## config.mk

```make
export PLATFORM = sky130hd
export DESIGN_NAME = tug_of_war_field
export DESIGN_NICKNAME = d
export VERILOG_FILES = /design/src/rtl/tow_pkg.sv /design/src/rtl/tow_edge_detect.sv /design/src/rtl/tug_of_war_field.sv
export SDC_FILE = /design/constraint.sdc
export NUM_CORES = 1
export LEC_CHECK = 0
export CAP_MARGIN = 20
export CORE_UTILIZATION = 35
export CTS_CLUSTER_DIAMETER = 150
export DETAILED_ROUTE_END_ITERATION = 10
export PLACE_DENSITY = 0.71
export SLEW_MARGIN = 10
export SYNTH_ARGS = -nofsm -noshare
export SYNTH_HDL_FRONTEND = slang
export SYNTH_SLANG_ARGS = --single-unit
export TNS_END_PERCENT = 50
```

## constraint.sdc

```tcl
create_clock -name clk -period 2.5 [get_ports clk]
set_clock_uncertainty 0.05 [all_clocks]
set_input_delay 0.5 -clock clk [delete_from_list [all_inputs] [get_ports clk]]
set_output_delay 0.5 -clock clk [all_outputs]
set_load 0.02 [all_outputs]
```

## src/rtl/tow_pkg.sv

```systemverilog
// Shared types for the tug-of-war playfield.
// Round states and the encoding of the winner output.
package tow_pkg;

    typedef enum logic [1:0] {
        PLAY  = 2'd0,
        L_WIN = 2'd1,
        R_WIN = 2'd2,
        OVER  = 2'd3
    } tow_state_e;

    localparam logic [1:0] WIN_NONE = 2'b00;
    localparam logic [1:0] WIN_L    = 2'b01;
    localparam logic [1:0] WIN_R    = 2'b10;

endpackage

```

## src/rtl/tow_edge_detect.sv

```systemverilog
// Rising-edge detector for a synchronised key level.
// Emits a single-cycle pulse on each 0->1 transition.
module tow_edge_detect (
    input  logic clk,
    input  logic rst_n,
    input  logic level_i,
    output logic pulse_o
);

    logic level_q;

    always_ff @(posedge clk or negedge rst_n) begin
        if (!rst_n) begin
            level_q <= 1'b0;
        end else begin
            level_q <= level_i;
        end
    end

    assign pulse_o = level_i & ~level_q;

endmodule

```

## src/rtl/tug_of_war_field.sv

```systemverilog
// Tug-of-war playfield: light bar, rounds, scores, hold and match-over.
// TOW_CPU_PLAYER_EN replaces the right key with an LFSR-driven CPU player.
module tug_of_war_field
    import tow_pkg::*;
#(
    parameter int NUM_LIGHTS  = 9,
    parameter int SCORE_W     = 3,
    parameter int MAX_SCORE   = 3,
    parameter int HOLD_CYCLES = 4
) (
    input  logic                  clk,
    input  logic                  reset,
    input  logic                  L,
    input  logic                  R,
`ifdef TOW_CPU_PLAYER_EN
    input  logic [9:0]            cpu_thresh,
`endif
    output logic [NUM_LIGHTS-1:0] leds,
    output logic [SCORE_W-1:0]    l_score,
    output logic [SCORE_W-1:0]    r_score,
    output logic [1:0]            winner,
    output logic                  match_over
);

    localparam int PW = $clog2(NUM_LIGHTS);
    localparam int HW = (HOLD_CYCLES > 1) ? $clog2(HOLD_CYCLES) : 1;
    localparam logic [PW-1:0] CENTRE = PW'(NUM_LIGHTS / 2);
    localparam logic [PW-1:0] LEFT_END = PW'(NUM_LIGHTS - 1);
    localparam logic [HW-1:0] HOLD_LAST = HW'(HOLD_CYCLES - 1);
    localparam logic [SCORE_W-1:0] SCORE_MAX = SCORE_W'(MAX_SCORE);

    tow_state_e         state_q, state_d;
    logic [PW-1:0]      pos_q, pos_d;
    logic [HW-1:0]      hold_q, hold_d;
    logic [SCORE_W-1:0] l_score_q, l_score_d;
    logic [SCORE_W-1:0] r_score_q, r_score_d;
    logic [1:0]         winner_q, winner_d;
    logic               lp, rp;

    tow_edge_detect u_edge_l (
        .clk     (clk),
        .rst_n   (reset),
        .level_i (L),
        .pulse_o (lp)
    );

`ifdef TOW_CPU_PLAYER_EN
    // Fibonacci LFSR, taps 10 and 7; the CPU presses whenever it falls below the threshold.
    logic [9:0] lfsr_q, lfsr_d;
    logic       unused_r;

    assign unused_r = R;
    assign lfsr_d   = {lfsr_q[8:0], lfsr_q[9] ^ lfsr_q[6]};
    assign rp       = (lfsr_q < cpu_thresh);

    always_ff @(posedge clk or negedge reset) begin
        if (!reset) begin
            lfsr_q <= 10'h001;
        end else begin
            lfsr_q <= lfsr_d;
        end
    end
`else
    tow_edge_detect u_edge_r (
        .clk     (clk),
        .rst_n   (reset),
        .level_i (R),
        .pulse_o (rp)
    );
`endif

    always_ff @(posedge clk or negedge reset) begin
        if (!reset) begin
            state_q   <= PLAY;
            pos_q     <= CENTRE;
            hold_q    <= '0;
            l_score_q <= '0;
            r_score_q <= '0;
            winner_q  <= WIN_NONE;
        end else begin
            state_q   <= state_d;
            pos_q     <= pos_d;
            hold_q    <= hold_d;
            l_score_q <= l_score_d;
            r_score_q <= r_score_d;
            winner_q  <= winner_d;
        end
    end

    always_comb begin
        state_d   = state_q;
        pos_d     = pos_q;
        hold_d    = hold_q;
        l_score_d = l_score_q;
        r_score_d = r_score_q;
        winner_d  = winner_q;
        unique case (state_q)
            PLAY: begin
                if (lp && !rp) begin
                    if (pos_q == LEFT_END) begin
                        state_d   = L_WIN;
                        l_score_d = l_score_q + 1'b1;
                        winner_d  = WIN_L;
                        hold_d    = '0;
                    end else begin
                        pos_d = pos_q + 1'b1;
                    end
                end else if (rp && !lp) begin
                    if (pos_q == '0) begin
                        state_d   = R_WIN;
                        r_score_d = r_score_q + 1'b1;
                        winner_d  = WIN_R;
                        hold_d    = '0;
                    end else begin
                        pos_d = pos_q - 1'b1;
                    end
                end
            end
            L_WIN, R_WIN: begin
                if (hold_q == HOLD_LAST) begin
                    hold_d = '0;
                    if ((state_q == L_WIN ? l_score_q : r_score_q) == SCORE_MAX) begin
                        state_d = OVER;
                    end else begin
                        state_d  = PLAY;
                        pos_d    = CENTRE;
                        winner_d = WIN_NONE;
                    end
                end else begin
                    hold_d = hold_q + 1'b1;
                end
            end
            OVER: begin
                state_d = OVER;
            end
            default: begin
                state_d = PLAY;
            end
        endcase
    end

    always_comb begin
        leds = '0;
        if (state_q == PLAY) begin
            leds = NUM_LIGHTS'(1) << pos_q;
        end
    end

    assign l_score    = l_score_q;
    assign r_score    = r_score_q;
    assign winner     = winner_q;
    assign match_over = (state_q == OVER);

endmodule

```

Word level (Yosys, flattened, before mapping)
Cells that the tools add are included.
{ "word_totals": {"inputBits": 4, "wordCells": 71, "out_inout_bits": 18, "ff_bits": 18} }
{ "classes": {"add_sub_neg": 5, "muxes": 25, "eq_ne": 13, "n_reduce_logical": 14, "n_bitwise": 5, "shift": 1} }
{ "ops": {"columns": ["cell", "n"], "rows": [
  ["2-bit two-way mux", 13],
  ["4-bit two-way mux", 6],
  ["3-bit != test (second input constant)", 5],
  ["4-bit AND reduction", 3],
  ["6-bit AND reduction", 2],
  ["9-bit two-way mux", 1],
  ["1-bit by 4-bit << shifter with 9-bit output (first input constant)", 1],
  ["2-bit one-hot mux with 2 select lines", 2],
  ["4-bit one-hot mux with 2 select lines", 1],
  ["3-bit by 1-bit adder with 3-bit output (second input constant)", 2],
  ["2-bit equality test (second input constant)", 3],
  ["2-bit one-hot mux with 3 select lines", 1],
  ["4-bit by 1-bit adder with 4-bit output (second input constant)", 1],
  ["4-bit equality test (second input constant)", 1],
  ["4-bit zero test", 1],
  ["2-bit != test (second input constant)", 2],
  ["4-bit by 1-bit subtractor with 4-bit output (second input constant)", 1],
  ["3-bit by 2-bit equality test with 1-bit output (second input constant)", 1],
  ["3-bit two-way mux", 1],
  ["1-bit inverter", 3],
  ["3-bit AND reduction", 1],
  ["2-bit by 1-bit adder with 2-bit output (second input constant)", 1],
  ["1-bit AND", 2],
  ["2-bit by 1-bit equality test with 1-bit output (second input constant)", 1],
  ["other kinds (5)", 7]
]} }

Depth between registers and ports, before layout
{ "depth": {"ltp_word": 7, "mapped_depth": 10, "depth_no_buf": 9} }

Hierarchy
From an unflattened synthesis, not the netlist that was laid out.
{ "hier_totals": {"hier_cells": 113, "hier_area_um2": 1168.6} }
{ "modules_own_cells": {"columns": ["module", "seq_area_each_um2", "cells_per_inst", "area_per_inst_um2", "instances"], "rows": [
  ["tug_of_war_field", 401.6, 109, 1091.0, 1],
  ["tow_edge_detect", 25.0, 2, 38.8, 2]
]} }

Worst setup path after synthesis
No wires, ideal clock.
{ "synth_path": {"kind": "input to register", "startpoint": "input port L", "endpoint": "register pos_q[3]", "setup_ns": 0.090, "stages": 10, "arrival_time_ns": 2.317, "n_path_buf": 1, "required_ns": 2.360, "path_slack_ns": 0.042, "path_cell_list": "nand2b_1 > inv_1 > ha_1 > buf_2 > inv_1 > ha_1 > and3_2 > or3_1 > a211o_1 > o221ai_1"} }
{ "synth_via": {"elab_chain_cells": 5, "word_cells_on_any_way": 10, "classes_between": "3 x eq/ne; 2 x mux; 1 x bitwise; 4 x reduce/logical"} }
{ "synth_lines": {"columns": ["element", "line", "source"], "rows": [
  ["from (decl)", "tug_of_war_field.sv:13", "input logic L,"],
  ["1-bit AND (*)", "tow_edge_detect.sv:20", "assign pulse_o = level_i & ~level_q;"],
  ["1-bit zero test", "tug_of_war_field.sv:108", "end else if (rp && !lp) begin"],
  ["1-bit logical AND", "tug_of_war_field.sv:108", null],
  ["3-bit != test (no line)", null, null],
  ["6-bit AND reduction (no line)", null, null],
  ["to (signal assigned)", "tug_of_war_field.sv:82", "pos_q <= pos_d;"],
  ["to (decl)", "tug_of_war_field.sv:33", "logic [PW-1:0] pos_q, pos_d;"]
]} }
Every way passes the cells marked *; elsewhere a longest branch is shown, timed or not.
A chain may end at the register's enable or synchronous reset.

Final worst setup path
{ "layout_path": {"startpoint": "input port L", "endpoint": "register winner_q[0] (netlist: winner[0])"} }
{ "layout_via": {"elab_chain_cells": 5, "word_cells_on_any_way": 10, "classes_between": "3 x eq/ne; 2 x mux; 1 x bitwise; 4 x reduce/logical"} }
{ "layout_lines": {"columns": ["element", "line", "source"], "rows": [
  ["1-bit AND (*)", "tow_edge_detect.sv:20", null],
  ["1-bit zero test", "tug_of_war_field.sv:108", null],
  ["1-bit logical AND", "tug_of_war_field.sv:108", null],
  ["3-bit != test (no line)", null, null],
  ["6-bit AND reduction (no line)", null, null],
  ["to (signal assigned)", "tug_of_war_field.sv:86", "winner_q <= winner_d;"],
  ["to (decl)", "tug_of_war_field.sv:37", "logic [1:0] winner_q, winner_d;"]
]} }
Marked as above.

==> qor.csv <==
stage,metric,value,unit
run_status,run status,"complete, no violations",
global_routing,first-pass GRT wire length,4257,um
drt,Post-DRT Antenna Nets,0,
setup_path,FF-to-FF setup slack,0.32,ns
synth,sequential share of the synthesized area,40.16,%
clock_network,# H-tree levels,1,
power,VDD IR max,104.0,uV
setup_path,crit path capture type,flip-flop,
floorplanning,Die Wd,58.69,um
drt,DR WL/cell,13.46,um
synth,register bit total from synthesis,18,
clock_network,Post-CTS Setup Repair Bufs,0,
floorplanning,Core Footprint,0.003053,mm^2
floorplanning,row count,20,
global_routing,antenna violations before repair,0,
setup_path,CP required,2.65,ns
place,RePlAce Congestion,0.7984,
clock_network,Root Buffer,clkbuf_4,
timing,Final Hold Viols,0,
final_layout,nets,161,
timing,"Slew Viols, Final",0,
clock_network,clock sink total,18,
synth,syn avg cell area,10.42,um^2
clock_network,# hold bufs at CTS,0,
synth,ranking of synthesized cells by area,"dfrtp_1 (38%), ha_1 (11%), xnor2_1 (3.9%)",
place,dpl cell area,0.001488,mm^2
synth,dominant synthesized flop cell,dfrtp_1,
timing,Slew headroom,57.18,%
synth,top cell type's share of synthesized area,37.82,%
clock_network,clock tree buffer depth,2,
power,Lkg Pwr,0.7616,nW
setup_path,critical path buffer and inverter count,3,
timing,final setup vio count,0,
run,Max Cap Viol,0,
synth,Unique masters post-synth,38,
final_layout,final instance area,0.001563,mm^2
synth,Synth Cell Area,0.001125,mm^2
drt,Iter 0 DRT Violations,47,
setup_path,critical path's largest stage delay,0.43,ns
setup_path,startpoint type of the worst setup path,input pin,
timing,transition time of the tightest slew-check pin,0.6366,ns
global_routing,largest net degree at the start of global routing,19,
setup_path,CP arrival,2.59,ns
place,dpl hpwl,1838,um
synth,Post-synth EDFFs,0,
floorplanning,die area,0.003445,mm^2
place,IO buf count,21,
final_layout,antenna diode count,0,
setup_path,worst-path maximum fanout,9,
clock_network,Clock Latency Late Sink,0.30,ns
timing,post-layout min period,2.437,ns
synth,Ys Warns,0,
timing,Tcrit/Tclk final,97.47,%
setup_path,"Slowest-stage cell, CP",clkdlybuf4s50_1,
clock_network,CTS buffer count,3,
synth,syn_nets,123,
drt,Via density,5.005,
setup_path,CP Cell Sequence,clkdlybuf4s50_1 > nand2b_1 > inv_1 > ha_2 > buf_4 > xor2_2 > o31a_4 > or4_4 > a21o_1,
drt,Routed Wire Length,2543,um
global_routing,vias in the first global route,982,
final_layout,Area Growth Syn to Fin,38.93,%
power,PwrDens,355.0,mW/mm^2
clock_network,clock-pin slew on the worst setup and hold paths,0.11,ns
floorplanning,Die Ht,58.69,um
global_routing,GRT overflow,0,
hold_path,Tightest Hold Check Type,flip-flop to flip-flop,
setup_path,"delay-heaviest family, CP",buffers and inverters,
drt,via count,946,
timing,Max Clock Freq,410.4,MHz
final_layout,layout cell share with drive strength beyond 1,26.90,%
drt,DRT Pass-1 Iters,4,
setup_path,kind of critical path,input pin to flip-flop,
drt,DRC Markers,0,
synth,Yosys top cell by area,dfrtp_1,
floorplanning,Ports,22,
synth,"Async S/R FF share, synth",100.0,%
floorplanning,Initial Utilization,36.84,%
final_layout,fill count,302,
synth,Gate Count Post-Synth,108,
clock_network,CTS tree,yes,
global_routing,GRT Util Overall,16.43,%
timing,Fin Hold WS,0.4472,ns
[worst reg2reg max path, delay by kind of cell (launching register included)]
family                   cells  cell delay (ns)
buffers and inverters        1             0.18
flip-flops                   1             0.38
AO/OA/AOI/OAI                2             0.56
adder cells (fa/ha/maj)      1             0.19
XOR/XNOR                     1             0.17
AND/OR/NAND/NOR              2             0.57
[registers in the layout, indices dropped and copies added, names as in the netlist]
register	count
pos_q	4
u_edge_r.level_q	1
r_score	3
u_edge_l.level_q	1
l_score	3
hold_q	2
winner	2
state_q	2
[cell usage after synthesis (2+ instances only)]
cell	count
xnor2_1	5
nand2_1	6
nor2b_1	2
o31ai_1	3
nand2b_1	2
o21ai_0	4
nor4_1	3
nor2_1	6
a211o_1	3
inv_1	8
nand4b_1	2
ha_1	10
mux2_2	3
buf_2	3
a21o_1	3
dfrtp_1	17
nor3_1	4
nand3_1	4
[cell families after synthesis]
kind of cell               count (synthesis)  synth area share, %
muxes                                      4                3.893
xor gates and xnor gates                   6                4.672
DFF                                       18                40.16
and+or+nand+nor                           38                19.91
adders and majority gates                 11                12.90
AOI/OAI and AO/OA                         20                14.46
buffers and inverters                     11                4.004
[cells in the final DEF, fill, tap and decap left out, types with 2 or more instances in the layout]
master and n:
nor2_1 6, nor3_1 3, nor2b_1 2, nor4_1 3, mux2_2 3, ha_1 7, or3_4 2, o21ai_0 4
clkdlybuf4s50_1 12, nand4b_1 2, dlymetal6s2s_1 3, ha_2 2, nand2b_1 2, o31ai_1 3, dlygate4sd2_1 4, clkbuf_4 3
a211o_1 3, inv_1 7, xnor2_1 5, a21o_1 3, dfrtp_1 17, nand2_1 6, nand3_1 4, buf_4 15
[final cells by class]
class,count,area [um^2],share of cell area [%]
Tap cell,44,55.05,3.523
Multi-Input combinational cell,79,669.4,42.83
Timing Repair Buffer,36,320.3,20.50
Clock buffer,4,36.28,2.322
Sequential cell,18,451.7,28.90
Inverter,8,30.03,1.922
[metal layers]
layer,track usage (%),share of wire (%),vias up
li1,-,-,460
met1,19.56,43,449
met2,28.57,51,31
met3,3.077,3.9,6
met4,7.823,2.2,0
met5,0,0,-
[worst paths after layout]
path / startpoint / end / cells past startpoint
max in group asynchronous: reset / pos_q[2] / 2
hold / removal: winner[0] / winner[0] / 1
min in group asynchronous: reset / l_score[0] / 2
setup reg to reg: u_edge_r.level_q / winner[0] / 7
setup / recovery: L / winner[0] / 9
hold reg to reg: winner[0] / winner[0] / 1
[stage by stage]
stage          cells  total power, W   TNS (ns)  utilization (%)  worst slack (ns)
2_1_floorplan    108       0.0003363          0                -           0.04232
3_3_place_gp     185       0.0003656     -1.449            48.73           -0.2680
3_5_place_dp     185       0.0003680     -2.189            48.73           -0.3535
4_1_cts          189       0.0005564          0            50.25         0.0005953
5_1_grt          189       0.0005784  -0.007163            51.19         -0.007163
6_report         189       0.0005549          0            51.19           0.06337
[what timing repair did]
item	CTS	global route
endpoints found under the setup margin	7	12
pin swaps	0	2
gates resized for setup	9	12
cloned	0	0
[power breakdown]
group	switching [W]	internal, W	leakage [nW]
sequential	0.00000496	0.000297	0.214
clock	0.0000981	0.0000888	0.0210
combinational	0.0000323	0.0000340	0.527
total	0.000135	0.000419	0.762
Note: power is estimated with default switching activity, not from simulation.
